==> src/rtl/bcd_pkg.sv <==
// Shared types and constants for the BCD stopwatch controller.
package bcd_pkg;

   // Run-control FSM encoding
   typedef enum logic [1:0] {
      IDLE  = 2'd0,
      RUN   = 2'd1,
      PAUSE = 2'd2,
      OVF   = 2'd3
   } sw_state_t;

   // One packed BCD digit
   typedef logic [3:0] bcd_digit_t;

   localparam bcd_digit_t BCD_MAX = 4'd9;

   // Next value of a BCD digit that is incrementing: 9 wraps to 0
   function automatic bcd_digit_t bcd_inc(input bcd_digit_t d);
      bcd_inc = (d == BCD_MAX) ? 4'd0 : d + 4'd1;
   endfunction

endpackage

==> src/rtl/bcd_digit_cell.sv <==
// Single BCD digit counter: synchronous reset/clear, increments on inc, wraps 9 -> 0.
module bcd_digit_cell
   import bcd_pkg::*;
(
   input  logic       clk,
   input  logic       reset,
   input  logic       clr,
   input  logic       inc,
   output bcd_digit_t q,
   output logic       at_max
);

   // Digit register
   always_ff @(posedge clk) begin
      if (reset || clr) begin
         q <= 4'd0;
      end else if (inc) begin
         q <= bcd_inc(q);
      end
   end

   // Carry-enable for the next digit up, derived from the flop output
   assign at_max = (q == BCD_MAX);

endmodule

==> src/rtl/bcd_stopwatch_ctrl.sv <==
// Stopwatch controller: tick prescaler, run-control FSM and a cascade of BCD digits
// that saturates at all-9s. Lap capture is built only when BCD_LAP_CAPTURE_EN is defined.
module bcd_stopwatch_ctrl
   import bcd_pkg::*;
#(
   parameter int unsigned DIGITS   = 4,
   parameter int unsigned TICK_DIV = 100000
) (
   input  logic                  clk,
   input  logic                  reset,
   input  logic                  start_stop,
   input  logic                  clear,
   input  logic                  lap,
   output logic [4*DIGITS-1:0]   digits,
   output logic                  running,
   output logic                  overflow,
   output logic [4*DIGITS-1:0]   lap_digits,
   output logic                  lap_valid
);

   localparam int unsigned PW = (TICK_DIV > 1) ? $clog2(TICK_DIV) : 1;
   localparam logic [PW-1:0] PRESC_LAST = PW'(TICK_DIV - 1);

   sw_state_t          state;
   logic [PW-1:0]      presc;
   logic               tick;
   logic               all_max;
   logic [DIGITS-1:0]  at_max;
   logic [DIGITS-1:0]  inc;
   bcd_digit_t         dq [DIGITS];

   assign tick    = (state == RUN) && (presc == PRESC_LAST);
   assign all_max = &at_max;

   // Run-control FSM with registered status outputs; overflow outranks a same-edge start_stop
   always_ff @(posedge clk) begin
      if (reset || clear) begin
         state    <= IDLE;
         running  <= 1'b0;
         overflow <= 1'b0;
      end else begin
         case (state)
            IDLE: begin
               if (start_stop) begin
                  state   <= RUN;
                  running <= 1'b1;
               end
            end
            RUN: begin
               if (tick && all_max) begin
                  state    <= OVF;
                  running  <= 1'b0;
                  overflow <= 1'b1;
               end else if (start_stop) begin
                  state   <= PAUSE;
                  running <= 1'b0;
               end
            end
            PAUSE: begin
               if (start_stop) begin
                  state   <= RUN;
                  running <= 1'b1;
               end
            end
            OVF: begin
               state <= OVF;
            end
            default: begin
               state    <= IDLE;
               running  <= 1'b0;
               overflow <= 1'b0;
            end
         endcase
      end
   end

   // Tick prescaler: counts in RUN, holds in PAUSE so a resumed interval continues
   always_ff @(posedge clk) begin
      if (reset || clear) begin
         presc <= '0;
      end else begin
         case (state)
            RUN:     presc <= (presc == PRESC_LAST) ? '0 : presc + PW'(1);
            PAUSE:   presc <= presc;
            default: presc <= '0;
         endcase
      end
   end

   // Carry ripple: digit k steps when every lower digit is at 9; blocked at saturation
   always_comb begin
      logic lower_max;
      inc       = '0;
      lower_max = 1'b1;
      for (int k = 0; k < DIGITS; k++) begin
         inc[k]    = tick & ~all_max & lower_max;
         lower_max = lower_max & at_max[k];
      end
   end

   genvar gk;
   generate
      for (gk = 0; gk < DIGITS; gk++) begin : g_digit
         bcd_digit_cell u_cell (
            .clk    (clk),
            .reset  (reset),
            .clr    (clear),
            .inc    (inc[gk]),
            .q      (dq[gk]),
            .at_max (at_max[gk])
         );
         assign digits[4*gk +: 4] = dq[gk];
      end
   endgenerate

`ifdef BCD_LAP_CAPTURE_EN
   // Lap capture of the registered count; ignored in IDLE, cleared by clear
   always_ff @(posedge clk) begin
      if (reset || clear) begin
         lap_digits <= '0;
         lap_valid  <= 1'b0;
      end else if (lap && (state != IDLE)) begin
         lap_digits <= digits;
         lap_valid  <= 1'b1;
      end
   end
`else
   // Capture disabled: ports kept, tied low
   logic unused_lap;
   assign unused_lap = lap;
   assign lap_digits = '0;
   assign lap_valid  = 1'b0;
`endif

endmodule

==> config.mk <==
export PLATFORM = sky130hd
export DESIGN_NAME = bcd_stopwatch_ctrl
export DESIGN_NICKNAME = d
export VERILOG_FILES = /design/src/rtl/bcd_pkg.sv /design/src/rtl/bcd_digit_cell.sv /design/src/rtl/bcd_stopwatch_ctrl.sv
export SDC_FILE = /design/constraint.sdc
export NUM_CORES = 1
export LEC_CHECK = 0
export BUFFER_PORTS_ARGS = -buffer_cell sky130_fd_sc_hd__buf_2
export CELL_PAD_IN_SITES_DETAIL_PLACEMENT = 1
export CELL_PAD_IN_SITES_GLOBAL_PLACEMENT = 1
export CORE_ASPECT_RATIO = 0.9
export CORE_MARGIN = 1
export CORE_UTILIZATION = 35
export DETAILED_ROUTE_END_ITERATION = 8
export PLACE_DENSITY = 0.77
export SLEW_MARGIN = 10
export SYNTH_ARGS = -nofsm -noshare
export SYNTH_HDL_FRONTEND = slang
export SYNTH_SLANG_ARGS = --single-unit
==> constraint.sdc <==
create_clock -name clk -period 2 [get_ports clk]
set_input_delay 0.1 -clock clk [delete_from_list [all_inputs] [get_ports clk]]
set_output_delay 0.1 -clock clk [all_outputs]
set_load 0.02 [all_outputs]
# Yosys cells after proc, flatten, opt, wreduce, memory -nomap -nowiden

Cells that the tools add are included.

Add/subtract/negate cells: 5
Equal/unequal tests: 10
Mux-type cells: 14
Bitwise operators: 7
Reductions and logical operators: 10

Operators by type and width:

| cell                                                                    | number |
|---|---|
| 17-bit one-hot mux with 2 select lines                                  | 1 |
| 17-bit by 1-bit adder with 17-bit output, second input constant         | 1 |
| 17-bit == test, second input constant                                   | 1 |
| 17-bit 2-to-1 mux                                                       | 1 |
| 4-bit by 1-bit adder with 4-bit output, second input constant           | 4 |
| 4-bit == test, second input constant                                    | 4 |
| 4-bit 2-to-1 mux                                                        | 4 |
| 1-bit bitwise AND                                                       | 6 |
| 2-bit 2-to-1 mux                                                        | 3 |
| 2-bit one-hot mux with 3 select lines                                   | 1 |
| 2-bit == test, second input constant                                    | 2 |
| 2-bit AND reduction                                                     | 2 |
| 4-bit AND reduction                                                     | 1 |
| 1-bit 2-to-1 mux                                                        | 3 |
| 3-bit by 2-bit inequality test with 1-bit output, second input constant | 1 |
| 3-bit AND reduction                                                     | 1 |
| 2-bit by 1-bit == test with 1-bit output, second input constant         | 1 |
| 1-bit logical AND                                                       | 2 |
| 2-bit logical NOT                                                       | 1 |
| 2-bit by 1-bit inequality test with 1-bit output, second input constant | 1 |
| 1-bit one-hot mux with 2 select lines                                   | 1 |
| 2-bit nonzero test                                                      | 1 |
| 2-bit OR reduction                                                      | 1 |
| 1-bit logical OR                                                        | 1 |
| 1-bit NOT                                                               | 1 |

Register bits after elaboration: 37
Input port bits: 5
Output and inout bits: 35
Logic and storage cells: 54

# Longest topological paths before layout

Word-level depth: 5
Depth in mapped cells: 7
Depth with buffers taken out: 6

# Cells and area by module

Synthesis repeated with hierarchy kept, for this count alone.

Cells, all modules: 253
Area total of the unflattened synthesis: 2075.7 um^2

Modules (own cells, without submodules):

| module             | instances | cells each | area an instance (um^2) | seq. area each (um^2) |
|---|---|---|---|---|
| bcd_stopwatch_ctrl | 1         | 169        | 1290.0                  | 420.4 |
| bcd_digit_cell     | 4         | 21         | 196.4                   | 80.1 |

# Worst setup path after synthesis

OpenSTA, ideal clock, no wires.

Path type: register to register
From: register g_digit[0].u_cell.q[0]
To: register g_digit[2].u_cell.q[3]
Setup time: 0.074 ns
Data arrival time: 1.721 ns
Required time: 1.926 ns
Path slack: 0.205 ns
Cell stages (with the launch flop): 7
Buffers on the path: 1
Clock period less this slack: 1.795 ns
Cells stage by stage: dfxtp_1 and4bb_2 and4_1 nand3_2 buf_6 or3_1 a31oi_1

Word-level cells in the longest chain between the ends: 5
Elaborated cells on any way between the ends: 6
Those cells by class: eq/ne (1); bitwise (4); reduce/logical (1)

RTL lines:

| element                | RTL line                 | text |
|---|---|---|
| from (decl)            | bcd_digit_cell.sv:9      | `output bcd_digit_t q,` |
| from (signal assigned) | bcd_digit_cell.sv:18     | `q <= bcd_inc(q);` |
| 4-bit == test *        | bcd_digit_cell.sv:23     | `assign at_max = (q == BCD_MAX);` |
| 4-bit AND reduction    | bcd_stopwatch_ctrl.sv:33 | `assign all_max = &at_max;` |
| 1-bit NOT              | bcd_stopwatch_ctrl.sv:96 | `inc[k] = tick & ~all_max & lower_max;` |
| 1-bit bitwise AND      | bcd_stopwatch_ctrl.sv:96 |  |
| 1-bit bitwise AND *    | bcd_stopwatch_ctrl.sv:96 |  |
| to (signal assigned)   | bcd_digit_cell.sv:18     |  |
| to (decl)              | bcd_digit_cell.sv:9      |  |

Mark *: on every way between the ends. The rest lies on a longest branch, timed or not.
A chain may end at the register's enable or synchronous reset.

# Worst setup path in the final report

From: register g_digit[2].u_cell.q[2]
To: register g_digit[0].u_cell.q[3]

Word-level cells in the longest chain between the ends: 4

RTL lines:

| element             | RTL line |
|---|---|
| 4-bit == test       | bcd_digit_cell.sv:23 |
| 4-bit AND reduction | bcd_stopwatch_ctrl.sv:33 |
| 1-bit NOT           | bcd_stopwatch_ctrl.sv:96 |
| 1-bit bitwise AND   | bcd_stopwatch_ctrl.sv:96 |

Every way passes these cells.

==> reports/results.txt <==
fill count -> 691
share of layout cells above drive strength 1 -> 22.1%
Remaining DRCs -> 0
VDD IR max -> 230 µV
Pins Over Slew Limit -> 0
total routed wirelength -> 5560 µm
sequential cell area fraction in the yosys report -> 35.6%
Worst-path clk slew -> 0.08 ns
status -> complete, no violations
FF-to-FF Start -> g_digit[2].u_cell.q[2]
Critical Path Fanout Max -> 7
final setup fails -> 0
compound-gate portion of the synthesized area -> 19.8%
Hold Path End -> state[0]
Final Net Count -> 299
M3 GR Usage -> 2.96%
met1 Use GR -> 22.8%
DR vias -> 1,957
Hold Slack -> 0.0599 ns
area delta synth->final -> 19.8%
Static Leak -> 0.937 nW
RSZ-0062 raised after global routing -> false
capturing point of the worst reg2reg path -> g_digit[0].u_cell.q[3]
clock sink count -> 37
post-route setup slack -> 0.121 ns
number of synthesized flops with an enable pin -> 0
Iter 0 DRT Violations -> 85
CP Cell Sequence -> nand4bb_4 -> or3_1 -> o2111ai_1 -> mux2i_1 -> a31oi_1
#FFs+latches synth -> 37
setup_tns -> 0 ns
Final Wtd Congestion -> 0.761
synthesized cell area -> 2080 µm²
Post CTS Setup Buffer Count -> 0
CTS max path bufs -> 2
H-tree Lvls -> 2
first-pass GRT wire length -> 8920 µm
Starting Density -> 36.5%
vias per inst -> 5.38
Place WS -> 0.0679 ns
Yosys cell types -> 51
placed inst area -> 2360 µm²
Max stage delay cell, worst path -> or3_1
critical path class -> reg2reg
num ports -> 40
f_max -> 532 MHz
mux cell area share after synthesis -> 1.44%
# resized after CTS -> 0
Yosys top cell area share -> 35.6%
XOR/XNOR share of the synthesized area -> 2.95%
# diodes -> 0
first-pass iteration count of the detailed router -> 4
Reg2Reg Depth -> 5
initial antenna violation count -> 0
# rows -> 26
die width -> 83.3 µm
synth top area cells -> dfxtp_1, buf_4, o21ai_0, a21oi_1, nand2_1
Clock Tree Root -> clkbuf_8
total CTS buffers -> 5
largest family of logic cells by synthesized area -> simple AND/OR/NAND/NOR gates
Final Cycle Share -> 94.0%
PwrDens -> 602 nW/µm²
most numerous cell in the Yosys netlist -> dfxtp_1
cell area after layout -> 2490 µm²
FF+latch area -> 742 µm²
Routed Antenna Nets -> 0
Post-Synth Simple-Gate Area -> 29.9%
Cells after Synth -> 246
most used routing layer -> met2
met2 GRT Util -> 31.1%
number of global-route vias before repair -> 1,888
Largest delay share family, worst path -> simple AND/OR/NAND/NOR gates
Worst EP required -> 2.17 ns
Worst Tran Pin Value -> 0.504 ns
minimum clock period -> 1.88 ns
Yosys top cell by area -> dfxtp_1
Adder-Cell Fraction of Synth Area -> 0.601%
crit start category -> flop
Hold Path Origin -> start_stop
Fin. Hold Viols -> 0
yosys warns -> 0
Post-synth top cells -> dfxtp_1, nand2_1, o21ai_0
Min-Delay Path Depth -> 2
Largest stage delay, worst path -> 0.48 ns
total gr overflow -> 0
max-cap violations -> 0
TritonCTS clock tree -> done
Worst-Skew Late Latency -> 0.30 ns
gr usage total -> 18.0%
Crit path buffers/inverters -> 0
core area -> 5690 µm²
DP HPWL -> 3990 µm
ys async rst share -> 0%
multi-input logic area -> 1210 µm²
crit path DAT -> 2.05 ns
headroom to the max-slew limit -> 66.1%
# hold bufs at CTS -> 0
flop2flop setup slack -> 0.12 ns
WL/cell -> 15.3 µm
Worst Hold Class -> in2reg
Post-synth top flop -> dfxtp_1
I/O Buffers -> 21
Setup crit end kind -> flop
syn avg cell area -> 8.46 µm²
Vert. Die Dim -> 75.1 µm
clock skew -> 0.00961 ns
largest net degree at the start of global routing -> 22
DIE AREA -> 6260 µm²
[routing by layer]
metal	wire, µm	share of wire, %
met4	70	1.3
met2	2620	47
met1	2720	49
met3	137	2.5
met5	0	0
[worst max path at each step]
stage | start | endpoint | slack, ns | cells past startpoint
after global routing | g_digit[1].u_cell.q[3] | g_digit[3].u_cell.q[1] | 0.005 | 6
after detailed placement | presc[1] | g_digit[0].u_cell.q[1] | 0.07 | 7
after CTS | presc[1] | g_digit[0].u_cell.q[1] | 0.03 | 7
final | g_digit[2].u_cell.q[2] | g_digit[0].u_cell.q[3] | 0.12 | 5
after global placement | presc[1] | g_digit[0].u_cell.q[1] | 0.14 | 7
after floorplan | g_digit[0].u_cell.q[0] | g_digit[2].u_cell.q[3] | 0.20 | 6
[cell families after synthesis]
group | Yosys count
adder cells (fa/ha/maj) | 1
AO/OA/AOI/OAI | 65
XOR/XNOR | 7
multiplexers | 3
flip-flops | 37
AND/OR/NAND/NOR | 101
buffers and inverters | 31
other | 1
[layout make-up]
cell class                 count  area share (%)
tap                           70            3.51
multi-input combinational    194            48.7
inverter                       8            1.20
timing repair buffer          47            12.2
sequential                    37            29.8
clock inverter                 1            1.20
clock buffer                   7            3.46
[where the power goes]
| part | internal [mW] | switching (mW) |
|---|---|---|
| logic | 0.0142 | 0.0568 |
| registers | 0.739 | 0.00329 |
| clock network | 0.407 | 0.281 |
[sequential cells by signal, indices dropped and copies added (netlist names)]
signal and cells:
g_digit.u_cell.q 16, overflow 1, presc 17, running 1
state 2
[cells in the final DEF (no fill, tap or decap), types with 2 or more instances in the layout]
master | Yosys | final
dfxtp_1 | 37 | 36
nor2_1 | 15 | 15
or3_1 | 11 | 11
and2b_1 | 2 | 2
a31oi_1 | 10 | 10
buf_2 | 2 | 21
o211ai_1 | 2 | 2
inv_1 | 8 | 8
conb_1 | 1 | 17
nand4_1 | 8 | 8
buf_4 | 17 | 25
a21o_1 | 2 | 2
mux2i_1 | 3 | 3
nand2b_1 | 6 | 6
and4_1 | 2 | 2
nand2_1 | 20 | 20
clkbuf_8 | 0 | 6
o21ai_0 | 18 | 18
nor3b_1 | 2 | 2
xnor2_1 | 3 | 3
o31ai_1 | 3 | 3
a21oi_1 | 17 | 17
nor3_1 | 5 | 5
nand3b_1 | 3 | 3
nand3_1 | 10 | 10
xor2_1 | 4 | 4
nor2b_1 | 3 | 3
nor4b_4 | 2 | 2
nor4_1 | 3 | 3
a41oi_1 | 3 | 3
[per-stage QoR]
stage / std cells / utilization (%) / power (mW)
after global placement: 356 / 41.5 / 0.828
after detailed placement: 356 / 41.5 / 0.829
after floorplan: 262 / - / 0.837
after CTS: 364 / 43.5 / 1.52
after global routing: 364 / 43.8 / 1.56
final: 364 / 43.8 / 1.50
(Power assumes the default switching activity.)
